**src/rtl/bcd_tick_counter.sv**
```systemverilog
// Four-digit BCD event counter driven by edges of a slow tick on the system clock.
// Optional HOLD_AT_MAX_EN: saturate at 9999 and pause instead of wrapping.
module bcd_tick_counter #(
  parameter int unsigned TICK_BOTH_EDGES = 0
) (
  input  logic       clk,
  input  logic       rst_n,
  input  logic       tick_in,
  input  logic       start,
  input  logic       stop,
  input  logic       clear,
  output logic [3:0] digit0,
  output logic [3:0] digit1,
  output logic [3:0] digit2,
  output logic [3:0] digit3,
  output logic       running,
  output logic       wrap
);

  typedef enum logic [1:0] {StIdle, StRun, StPause} state_e;

  state_e     state_q, state_d;
  logic       tick_q;
  logic [3:0] digit_q [4];
  logic [3:0] digit_d [4];
  logic [3:0] digit_inc [4];
  logic [3:0] carry;
  logic       running_q, running_d;
  logic       wrap_q, wrap_d;
  logic       rise, fall, tick_ev, at_max, count_en;

  always_comb begin
    rise    = tick_in & ~tick_q;
    fall    = ~tick_in & tick_q;
    tick_ev = (TICK_BOTH_EDGES != 0) ? (rise | fall) : rise;
  end

  // Ripple-carry BCD increment of the whole count.
  always_comb begin
    carry[0] = 1'b1;
    for (int i = 1; i < 4; i++) begin
      carry[i] = carry[i-1] && (digit_q[i-1] == 4'd9);
    end
    for (int i = 0; i < 4; i++) begin
      if (!carry[i]) begin
        digit_inc[i] = digit_q[i];
      end else if (digit_q[i] == 4'd9) begin
        digit_inc[i] = 4'd0;
      end else begin
        digit_inc[i] = digit_q[i] + 4'd1;
      end
    end
    at_max = carry[3] && (digit_q[3] == 4'd9);
  end

  always_comb begin
    state_d  = state_q;
    digit_d  = digit_q;
    wrap_d   = 1'b0;
    count_en = (state_q == StRun) && tick_ev;
    if (clear) begin
      state_d = StIdle;
      digit_d = '{default: 4'd0};
    end else begin
      if (stop) begin
        if (state_q == StRun) begin
          state_d = StPause;
        end
      end else if (start) begin
        state_d = StRun;
      end
      // Counting keys off the registered state, so stop+tick still counts.
      if (count_en) begin
        wrap_d = at_max;
`ifdef HOLD_AT_MAX_EN
        if (at_max) begin
          state_d = StPause;
        end else begin
          digit_d = digit_inc;
        end
`else
        digit_d = digit_inc;
`endif
      end
    end
    running_d = (state_d == StRun);
  end

  always_ff @(posedge clk) begin
    if (!rst_n) begin
      state_q   <= StIdle;
      tick_q    <= 1'b0;
      digit_q   <= '{default: 4'd0};
      running_q <= 1'b0;
      wrap_q    <= 1'b0;
    end else begin
      state_q   <= state_d;
      tick_q    <= tick_in;
      digit_q   <= digit_d;
      running_q <= running_d;
      wrap_q    <= wrap_d;
    end
  end

  assign digit0  = digit_q[0];
  assign digit1  = digit_q[1];
  assign digit2  = digit_q[2];
  assign digit3  = digit_q[3];
  assign running = running_q;
  assign wrap    = wrap_q;

endmodule

```
**config.mk**
```make
export PLATFORM = sky130hd
export DESIGN_NAME = bcd_tick_counter
export DESIGN_NICKNAME = d
export VERILOG_FILES = /design/src/rtl/bcd_tick_counter.sv
export SDC_FILE = /design/constraint.sdc
export NUM_CORES = 1
export LEC_CHECK = 0
export BUFFER_PORTS_ARGS = -buffer_cell sky130_fd_sc_hd__buf_4
export CAP_MARGIN = 20
export CELL_PAD_IN_SITES_DETAIL_PLACEMENT = 0
export CELL_PAD_IN_SITES_GLOBAL_PLACEMENT = 1
export CORE_ASPECT_RATIO = 1.2
export CORE_UTILIZATION = 38
export CTS_CLUSTER_SIZE = 24
export DETAILED_ROUTE_END_ITERATION = 8
export PLACE_DENSITY = 0.81
export REMOVE_ABC_BUFFERS = 1
export SLEW_MARGIN = 20
export SYNTH_ARGS = -nofsm -noshare
export SYNTH_HDL_FRONTEND = slang
export SYNTH_SLANG_ARGS = --single-unit
```
**constraint.sdc**
```tcl
create_clock -name clk -period 1.83 [get_ports clk]
set_input_delay 0.0915 -clock clk [delete_from_list [all_inputs] [get_ports clk]]
set_output_delay 0.0915 -clock clk [all_outputs]
set_load 0.02 [all_outputs]
```
==> impl_results.md <==
* Sequential area share after synthesis at 40.9%
* Cell family with most CP delay: simple AND/OR/NAND/NOR gates
* Crit path capture type: flop
* Status: complete, no violations
* Total Neg Setup Slack at 0 ps
* Gpl congestion at 0.820
* Post-DP HPWL at 1.59 mm
* Synth async-reset ratio at 0%
* Fin. Hold Viols at 0
* Total GRT Usage at 16.7%
* CTS tree: yes
* Min-delay worst type: primary input to flop
* Worst IR drop on VDD at 0.394 mV
* Slowest cell on the critical path: nor4_2
* Root buffer cell: clkbuf_4
* CP Cell Sequence: nand4bb_1 > nor4_2 > a311oi_1 > a41o_1
* Starting Density at 40.2%
* Grt total ovfl at 0
* Min Tclk post-route at 1600 ps
* Most common cell after layout, fill and taps aside: buf_4
* FMAX at 626 MHz
* Period utilization at 87.3%
* Required time of the critical path at 2040 ps
* # setup viols final at 0
* Die Width at 49.5 um
* Vert. Die Dim at 59.0 um
* Vias at 949
* Vias in the first global route at 860
* Num ports at 24
* Layout cells sized above 1 at 21.8%
* Nets at 154
* Fin. max-slew vios at 0
* Synth warn at 0
* Final wirelength at 2.22 mm
* Largest net degree at the start of global routing at 20
* Row cnt at 20
* P_leak at 0.492 nW
* Reg clk slew, reported paths at 110 ps
* Synth Area per Inst at 8.49 um2
* Reg2reg path depth at 4
* R2R Path End: digit3[2]
* WP data arrival at 1810 ps
* Crit Path Category: flop to flop
* Slew @ Worst Pin at 429 ps
* DR iter-0 viols at 19
* CTS Buf Count at 3
* Syn Inst Count at 121
* Flop2flop setup slack at 230 ps
* PD cells at 565 nW/um2
* Worst r2r src: digit1[2]
* Setup crit start kind: flop
* Pre-antenna DRT Iters at 4
* Crit path buffers/inverters at 0
* Max-slew headroom at 71.2%
* Synth unique cells at 37
* Largest buffer count on any clock path at 2
* Mapped cell area at 1030 um2
* Most frequent cells in the layout: buf_4 (25), dfxtp_1 (21), a21oi_1 (13)
* Number of flops mapped to enable cells by yosys at 0
* Fin cells at 180
* Initial antenna violation count at 0
* Crit path largest cell delay at 440 ps
* Critical-path maximum fanout at 9
* Die area at 2920 um2
* Placed Instances at 174
* Maximum Capacitance Violations at 0
* Power consumption at 0.722 mW
* Top FF cell, synth: dfxtp_1
* P&R area growth vs syn at 24.5%
* Clock Sinks at 21
* DR DRC count at 0
* RSZ-0062 raised after global routing: false
* Clk_lat worst skew at 300 ps
* Number of synthesized register bits at 21
* Final Skew at 2.04 ps
* Port bufs at 23
* Post-route ant nets at 0
* WL/cell at 12.3 um
* Critical Path End: digit3[2]
* CORE AREA at 2550 um2
* First-pass GRT wire length at 3.73 mm
* H-tree depth at 1
* Diode count at 0
* Levels on crit path at 4
* Crit. Startpoint: digit1[2]
* Vias per inst at 5.27
-- cell type report --
cell class	count	area, um2
sequential	21	420
multi-input combinational	88	557
tap	33	41.3
inverter	7	26.3
fill	268	1270
timing repair buffer	27	208
clock buffer	4	26.3
-- flip-flops by register name, indices dropped and copies added, names as in the netlist --
name and count:
digit1 4, wrap 1, tick_q 1, digit3 4
state_q 2, digit0 4, digit2 4, running 1
-- per-layer routing --
layer  vias up  wire length, um  track usage (%)
met5         -                0                0
met4         0               41             8.57
met3         5               47             2.33
met2        18             1040             27.4
met1       443             1090             21.5
li1        483                -                -
-- where the power goes --
part           switching, mW  internal, mW
clock network          0.141        0.0851
registers            0.00149         0.460
logic                 0.0182        0.0169
total                  0.160         0.562
-- through the flow --
stage                     hold WS [ps]  utilization, %  cell area (um2)  worst slack (ps)
after detailed placement           285            48.3             1230               266
final                             6.19            50.1             1280               232
after CTS                         1.43            50.1             1280               244
after global routing              1.40            50.1             1280               107
after global placement             285            48.3             1230               318
after floorplan                    171               -             1000               289
-- cells by family after synthesis --
family	after synthesis	share of synthesized area [%]
mux	1	0.974
buf+inv	12	4.87
flops	21	40.9
simple gates	55	33.6
xor+xnor	4	3.41
compound gates	28	16.2
-- timing repair --
action | in CTS | in global routing
hold buffers | 2 | 0
endpoints found under the hold margin | 2 | 0
setup buffers | 0 | 0
resized for setup | 0 | 0
-- worst min-delay path by stage --
stage | start | to | depth (start not counted)
floorplan | stop | running | 1
global placement | stop | running | 2
detailed placement | stop | running | 2
CTS | rst_n | tick_q | 2
global route | rst_n | tick_q | 2
finish | rst_n | tick_q | 2
-- cell usage after synthesis, drive strengths merged, types with 2 or more instances --
cell type	count	area (um2)
a21oi	13	65.1
and4bb	3	41.3
buf	2	12.5
clkbuf	3	11.3
dfxtp	21	420
inv	7	26.3
nand2	10	37.5
nand2b	2	12.5
nand3	6	35.0
nand4	3	33.8
nor2	9	33.8
nor2b	6	37.5
nor3	4	20.0
o21ai	7	35.0
o31ai	2	15.0
or3	4	25.0
xnor2	2	17.5
xor2	2	17.5
Power figures use the tool's default switching activity.
